===== src/rtl/gigatron_pkg.sv =====
// Shared encodings for the Gigatron-ISA core: instruction fields, opcodes, modes and buses.
package gigatron_pkg;

    typedef struct packed {
        logic [2:0] op;
        logic [2:0] mode;
        logic [1:0] bus;
        logic [7:0] d;
    } instr_t;

    localparam logic [2:0] OP_LD  = 3'd0;
    localparam logic [2:0] OP_AND = 3'd1;
    localparam logic [2:0] OP_OR  = 3'd2;
    localparam logic [2:0] OP_XOR = 3'd3;
    localparam logic [2:0] OP_ADD = 3'd4;
    localparam logic [2:0] OP_SUB = 3'd5;
    localparam logic [2:0] OP_ST  = 3'd6;
    localparam logic [2:0] OP_BR  = 3'd7;

    localparam logic [2:0] MODE_D_AC    = 3'd0;
    localparam logic [2:0] MODE_X_AC    = 3'd1;
    localparam logic [2:0] MODE_YD_AC   = 3'd2;
    localparam logic [2:0] MODE_YX_AC   = 3'd3;
    localparam logic [2:0] MODE_D_X     = 3'd4;
    localparam logic [2:0] MODE_D_Y     = 3'd5;
    localparam logic [2:0] MODE_D_OUT   = 3'd6;
    localparam logic [2:0] MODE_YXI_OUT = 3'd7;

    localparam logic [2:0] BR_JMP = 3'd0;
    localparam logic [2:0] BR_GT  = 3'd1;
    localparam logic [2:0] BR_LT  = 3'd2;
    localparam logic [2:0] BR_NE  = 3'd3;
    localparam logic [2:0] BR_EQ  = 3'd4;
    localparam logic [2:0] BR_GE  = 3'd5;
    localparam logic [2:0] BR_LE  = 3'd6;
    localparam logic [2:0] BR_BRA = 3'd7;

    localparam logic [1:0] BUS_D   = 2'd0;
    localparam logic [1:0] BUS_RAM = 2'd1;
    localparam logic [1:0] BUS_AC  = 2'd2;
    localparam logic [1:0] BUS_IN  = 2'd3;

    function automatic bit addr_w_legal(input int unsigned w);
        return (w >= 15) && (w <= 17);
    endfunction

endpackage


===== src/rtl/gigatron_alu.sv =====
// Combinational operand-B mux, 8-bit ALU and branch-condition evaluation.
module gigatron_alu
    import gigatron_pkg::*;
(
    input  logic [2:0] op,
    input  logic [2:0] mode,
    input  logic [1:0] bus,
    input  logic [7:0] d,
    input  logic [7:0] ram,
    input  logic [7:0] ac,
    input  logic [7:0] inreg,
    output logic [7:0] b,
    output logic [7:0] result,
    output logic       taken
);

    always_comb begin
        unique case (bus)
            BUS_D:   b = d;
            BUS_RAM: b = ram;
            BUS_AC:  b = ac;
            default: b = inreg;
        endcase
    end

    always_comb begin
        case (op)
            OP_AND:  result = ac & b;
            OP_OR:   result = ac | b;
            OP_XOR:  result = ac ^ b;
            OP_ADD:  result = ac + b;
            OP_SUB:  result = ac - b;
            default: result = b;
        endcase
    end

    // ac is treated as signed: bit 7 is the sign, zero is tested separately.
    always_comb begin
        unique case (mode)
            BR_JMP:  taken = 1'b1;
            BR_GT:   taken = !ac[7] && (ac != 8'h00);
            BR_LT:   taken = ac[7];
            BR_NE:   taken = (ac != 8'h00);
            BR_EQ:   taken = (ac == 8'h00);
            BR_GE:   taken = !ac[7];
            BR_LE:   taken = ac[7] || (ac == 8'h00);
            default: taken = 1'b1;
        endcase
    end

endmodule


===== src/rtl/gigatron_core.sv =====
// Gigatron-ISA execution core with banked RAM addressing, fetch/memory stalls,
// debug halt/single-step and a retired-instruction counter.
module gigatron_core
    import gigatron_pkg::*;
#(
    parameter int unsigned ADDR_W   = 15,
    parameter logic [15:0] RESET_PC = 16'h0000,
    parameter int unsigned CNT_W    = 32
) (
    input  logic              clock,
    input  logic              rst,
    output logic [15:0]       pc,
    input  logic [15:0]       ir,
    input  logic              ir_valid,
    output logic [ADDR_W-1:0] r_addr,
    input  logic [7:0]        i_data,
    input  logic              mem_ready,
    output logic [ADDR_W-1:0] w_addr,
    output logic [7:0]        o_data,
    output logic              o_we,
    input  logic [7:0]        inreg,
    output logic [7:0]        vga,
    output logic [7:0]        outx,
    output logic [7:0]        ctrl,
    input  logic              halt_req,
    input  logic              step,
    output logic              halted,
    output logic [CNT_W-1:0]  retired
);

    if (!addr_w_legal(ADDR_W)) begin : g_bad_addr_w
        $error("gigatron_core: ADDR_W must be 15, 16 or 17");
    end

    instr_t ins;
    assign ins = ir;

    logic [15:0]       pc_q, pc_d, nextpc_q, nextpc_d;
    logic [7:0]        ac_q, ac_d, x_q, x_d, y_q, y_d;
    logic [7:0]        vga_q, vga_d, outx_q, outx_d, ctrl_q, ctrl_d;
    logic [7:0]        o_data_q, o_data_d;
    logic [ADDR_W-1:0] w_addr_q, w_addr_d;
    logic              o_we_q, o_we_d, halted_q, halted_d, step_pend_q, step_pend_d;
    logic [CNT_W-1:0]  retired_q, retired_d;

    logic [15:0]       ea;
    logic [ADDR_W-1:0] maddr;
    logic [7:0]        b, result;
    logic              taken, ctrl_wr, needs_mem, advance;

    gigatron_alu u_alu (
        .op     (ins.op),
        .mode   (ins.mode),
        .bus    (ins.bus),
        .d      (ins.d),
        .ram    (i_data),
        .ac     (ac_q),
        .inreg  (inreg),
        .b      (b),
        .result (result),
        .taken  (taken)
    );

    always_comb begin
        ea = {8'h00, ins.d};
        if (ins.op != OP_BR) begin
            case (ins.mode)
                MODE_X_AC:                ea = {8'h00, x_q};
                MODE_YD_AC:               ea = {y_q, ins.d};
                MODE_YX_AC, MODE_YXI_OUT: ea = {y_q, x_q};
                default:                  ea = {8'h00, ins.d};
            endcase
        end
    end

    if (ADDR_W == 15) begin : g_aw15
        logic unused_ea_msb;
        assign unused_ea_msb = ea[15];
        assign maddr = ea[14:0];
    end else if (ADDR_W == 16) begin : g_aw16
        assign maddr = ea;
    end else begin : g_aw17
        // Upper half of the 16-bit space is banked by ctrl[7:6].
        assign maddr = {(ea[15] ? ctrl_q[7:6] : 2'b00), ea[14:0]};
    end

    assign ctrl_wr   = (ins.op == OP_ST) && (ins.bus == BUS_RAM);
    assign needs_mem = (ins.bus == BUS_RAM) && !ctrl_wr;
    assign advance   = ir_valid && !(needs_mem && !mem_ready)
                       && (!halted_q || step || step_pend_q);

    always_comb begin
        pc_d      = pc_q;
        nextpc_d  = nextpc_q;
        ac_d      = ac_q;
        x_d       = x_q;
        y_d       = y_q;
        vga_d     = vga_q;
        outx_d    = outx_q;
        ctrl_d    = ctrl_q;
        o_we_d    = 1'b0;
        w_addr_d  = w_addr_q;
        o_data_d  = o_data_q;
        retired_d = retired_q;
        if (advance) begin
            pc_d      = nextpc_q;
            nextpc_d  = nextpc_q + 16'd1;
            retired_d = retired_q + CNT_W'(1);
            case (ins.op)
                OP_BR: begin
                    // Conditional targets stay in the delay slot's page.
                    if (taken) begin
                        nextpc_d = (ins.mode == BR_JMP) ? {y_q, b} : {nextpc_q[15:8], b};
                    end
                end
                OP_ST: begin
                    if (ctrl_wr) begin
                        ctrl_d = ins.d;
                    end else begin
                        o_we_d   = 1'b1;
                        w_addr_d = maddr;
                        o_data_d = b;
                        case (ins.mode)
                            MODE_D_X:     x_d = b;
                            MODE_D_Y:     y_d = b;
                            MODE_YXI_OUT: x_d = x_q + 8'd1;
                            default:      ;
                        endcase
                    end
                end
                default: begin
                    case (ins.mode)
                        MODE_D_X: x_d = result;
                        MODE_D_Y: y_d = result;
                        MODE_D_OUT, MODE_YXI_OUT: begin
                            vga_d = result;
                            if (!vga_q[6] && result[6]) outx_d = ac_q;
                            if (ins.mode == MODE_YXI_OUT && ins.bus == BUS_RAM) x_d = x_q + 8'd1;
                        end
                        default: ac_d = result;
                    endcase
                end
            endcase
        end
    end

    always_comb begin
        halted_d = halted_q;
        if (halted_q && !halt_req) begin
            halted_d = 1'b0;
        end else if (advance && halt_req) begin
            halted_d = 1'b1;
        end
    end

    // A step that lands on a stall waits here until the instruction can advance.
    assign step_pend_d = halted_q && halt_req && (step || step_pend_q) && !advance;

    always_ff @(posedge clock or posedge rst) begin
        if (rst) begin
            pc_q        <= RESET_PC;
            nextpc_q    <= RESET_PC + 16'd1;
            ac_q        <= '0;
            x_q         <= '0;
            y_q         <= '0;
            vga_q       <= '0;
            outx_q      <= '0;
            ctrl_q      <= '0;
            o_we_q      <= 1'b0;
            w_addr_q    <= '0;
            o_data_q    <= '0;
            halted_q    <= 1'b0;
            step_pend_q <= 1'b0;
            retired_q   <= '0;
        end else begin
            pc_q        <= pc_d;
            nextpc_q    <= nextpc_d;
            ac_q        <= ac_d;
            x_q         <= x_d;
            y_q         <= y_d;
            vga_q       <= vga_d;
            outx_q      <= outx_d;
            ctrl_q      <= ctrl_d;
            o_we_q      <= o_we_d;
            w_addr_q    <= w_addr_d;
            o_data_q    <= o_data_d;
            halted_q    <= halted_d;
            step_pend_q <= step_pend_d;
            retired_q   <= retired_d;
        end
    end

    assign pc      = pc_q;
    assign r_addr  = maddr;
    assign w_addr  = w_addr_q;
    assign o_data  = o_data_q;
    assign o_we    = o_we_q;
    assign vga     = vga_q;
    assign outx    = outx_q;
    assign ctrl    = ctrl_q;
    assign halted  = halted_q;
    assign retired = retired_q;

endmodule


===== config.mk =====
export PLATFORM = sky130hd
export DESIGN_NAME = gigatron_core
export DESIGN_NICKNAME = d
export VERILOG_FILES = /design/src/rtl/gigatron_pkg.sv /design/src/rtl/gigatron_alu.sv /design/src/rtl/gigatron_core.sv
export SDC_FILE = /design/constraint.sdc
export NUM_CORES = 1
export LEC_CHECK = 0
export BUFFER_PORTS_ARGS = -buffer_cell sky130_fd_sc_hd__buf_2
export CORE_UTILIZATION = 35
export DETAILED_ROUTE_END_ITERATION = 8
export PLACE_DENSITY = 0.58
export SKIP_CTS_REPAIR_TIMING = 1
export SKIP_LAST_GASP = 1
export SLEW_MARGIN = 20
export SYNTH_ARGS = -nofsm -noshare
export SYNTH_HDL_FRONTEND = slang
export SYNTH_HIERARCHICAL = 1
export SYNTH_SLANG_ARGS = --single-unit

===== constraint.sdc =====
create_clock -name clock -period 5.4 [get_ports clock]
set_clock_uncertainty 0.05 [all_clocks]
set_input_delay 1.62 -clock clock [delete_from_list [all_inputs] [get_ports clock]]
set_output_delay 1.62 -clock clock [all_outputs]
set_load 0.1 [all_outputs]

==> flow_summary.ini <==
[timing]
holdWs_ps = 419
fin_crit_sh_pct = 96.5
finalHoldViolCount = 0
grt_setup_unrepaired = no
fmax_mhz = 192
setup_viol = 0
worstMarginPinSlew_ps = 948
slew_headroom_pct = 36.8
final_max_slew_viol_count = 0
finalSetupTns_ps = 0
final.min_clock_period_ps = 5210

[final_layout]
seq_area_um2 = 3450
syn_to_final_growth_pct = 22.7
diodes = 0
layout-drive-gt1-share_pct = 30.6
instances_no_fill = 1240
fin_nets = 1013
multi_input_comb_area_um2 = 4040
nFillCells = 2097

[worst_setup_path]
worstPathRequired_ps = 3730
critPathArrivalTime_ps = 3540
worstPathMaxFanout = 26
cp-start-kind = primary input
critPathKind = primary input to output port
endpoint_kind = output port

[grt]
grtUsageMet1_pct = 28.6
track_usage_pct = 20.2
grt_max_degree = 99
antenna_found_initial = 0
grt_pass1_wl_um = 34700
gr-usage-met3_pct = 4.31
grtUsageMet2_pct = 29.7
grt_pass1_vias = 6096
top_usage_layer = met2
overflow = 0

[run_status]
status = finished, final reports clean

[clock_network]
cts-buffers-inserted = 17
clk_path_buf_depth = 2
cts-htree-levels = 4
clk_latency_ps = 430
cts_tree = yes
path_clk_slew_ps = 60
cts.sink_count = 138
clock_tree.root_cell = clkbuf_16

[power_and_ir_drop]
max-vdd-ir-drop_v = 0.000387
p_leak_nw = 4.59
p_per_area_nw_per_um2 = 635

[synthesis]
yosysWarnings = 6
synth.area.top_cells = dfrtp_1 44%, mux2_2 6.9%, nand2_1 6.6%
syn_area_per_cell_um2 = 9.91
synthCells = 785
ys.flop_type = dfrtp_1
synth_edf_count = 0
synth_nets = 851
synth_seq_cells = 138
async_reset_ff_share_pct = 100
syn-cell-area_um2 = 7780
yosysUniqueCellTypes = 64
yosysTopAreaCell = dfrtp_1
synth_seq_area_share_pct = 44.4
yosysTopAreaCellShare_pct = 44.1

[routing]
ant_nets = 0
wl_per_cell_um = 17.9
drc = 0
drt_iter0_markers = 495
vias = 6507
wirelength_um = 22200
firstDrtPassIters = 5
viasPerCell = 5.25

[die]
core_um2 = 21800
die_y_um = 151
num_rows = 54
die_w_um = 151
initial_core_util_pct = 35.6
ios = 150
die-area_um2 = 22800

[flow_run]
drv_cap = 0

[hold_path]
min_path_type = register to register

[placement]
dp_cells = 1208
routabilityCongestion = 0.897
hpwlAfterDp_um = 15900
port_buffers = 149
[routing by layer]
layer | vias up | part of all wire, %
li1 | 3098 | -
met4 | 0 | 2.9
met3 | 34 | 6.3
met1 | 3117 | 47
met5 | - | 0
met2 | 258 | 44
[state kept, by name, summed over array words and instances (netlist names)]
register	flops
step_pend_q	1
o_data	8
x_q	8
outx	8
ac_q	8
w_addr	15
y_q	8
retired	32
nextpc_q	16
o_we	1
vga	8
halted	1
pc	16
ctrl	8
[cells by family (layout without fill, tap and decap cells)]
group,after synthesis,after routing,synth area share [%]
AO/OA/AOI/OAI,142,142,11.4
XOR/XNOR,49,49,5.52
adder cells (fa/ha/maj),28,28,4.60
buffers and inverters,69,244,3.75
flip-flops,138,138,44.4
multiplexers,83,83,13.4
AND/OR/NAND/NOR,276,276,16.9
[where the power goes]
group	switching (mW)	total [mW]	internal (mW)
registers	0.356	1.72	1.36
clock network	0.487	1.20	0.711
logic	2.36	3.15	0.788
total	3.20	6.07	2.86
[path summary, 6_finish.rpt]
path	startpoint	end	slack (ps)	cells after the start
worst max-delay path	ir[14]	r_addr[1]	190	7
worst max register to register	ac_q[0]$_DFFE_PP0P_	x_q[7]$_DFFE_PP0P_	1360	18
max in group asynchronous	rst	retired[4]$_DFFE_PP0P_	3110	3
worst min register to register	pc[4]$_DFFE_PP0P_	pc[4]$_DFFE_PP0P_	420	2
worst min-delay path	pc[4]$_DFFE_PP0P_	pc[4]$_DFFE_PP0P_	420	2
min in group asynchronous	rst	ac_q[5]$_DFFE_PP0P_	1310	2
[placed cells by master, fill, tap and decap left out, types with 13 or more instances in the layout]
master / count
a21oi_1: 42
and2_1: 13
buf_2: 149
buf_4: 31
clkbuf_16: 17
dfrtp_1: 137
ha_1: 27
inv_1: 26
mux2_2: 48
mux2i_1: 18
nand2_1: 137
nand3_1: 32
nand4_1: 13
nor2_1: 24
nor3_1: 13
o21ai_0: 42
xnor2_1: 42
[through the flow]
step	cell area (um^2)	total power, mW	setup WS (ps)	util (%)
final	9550	6.07	189	43.7
after global routing	9550	6.36	101	43.7
after CTS	9540	6.09	217	43.7
after detailed placement	8940	4.86	112	41.0
after global placement	8940	4.85	148	41.0
after floorplan	7780	4.16	35.5	-
[final cells by class]
type                       instances  share of cell area [%]
clock buffer                      20                    4.78
clock inverter                    12                    1.45
inverter                          32                    1.34
multi-input combinational        578                    42.3
sequential                       138                    36.2
tap                              280                    3.67
timing repair buffer             180                    10.2
[cell usage after synthesis (all sizes together), types with 3 or more instances]
master     n
mux4       9
nand4     13
nand2    138
o21ai     44
and3      12
buf       11
and2      14
nand2b     7
o22a       4
ha        27
a31oi      4
clkbuf    26
nand3     32
o31ai      3
inv       30
and4       5
mux2      56
dfrtp    137
xnor2     42
nor3      15
a21oi     42
nor2b      5
o22ai     12
o211ai     3
mux2i     18
a2bb2oi    7
nor2      24
xor2       7
[critical path: stages]
cell and delay, ps:
buf_2 120, buf_4 280, and2_1 320, nand2_1 110, nand3_1 380, mux2_2 410, buf_2 300
No activity file was read; power rests on OpenSTA's default activity.
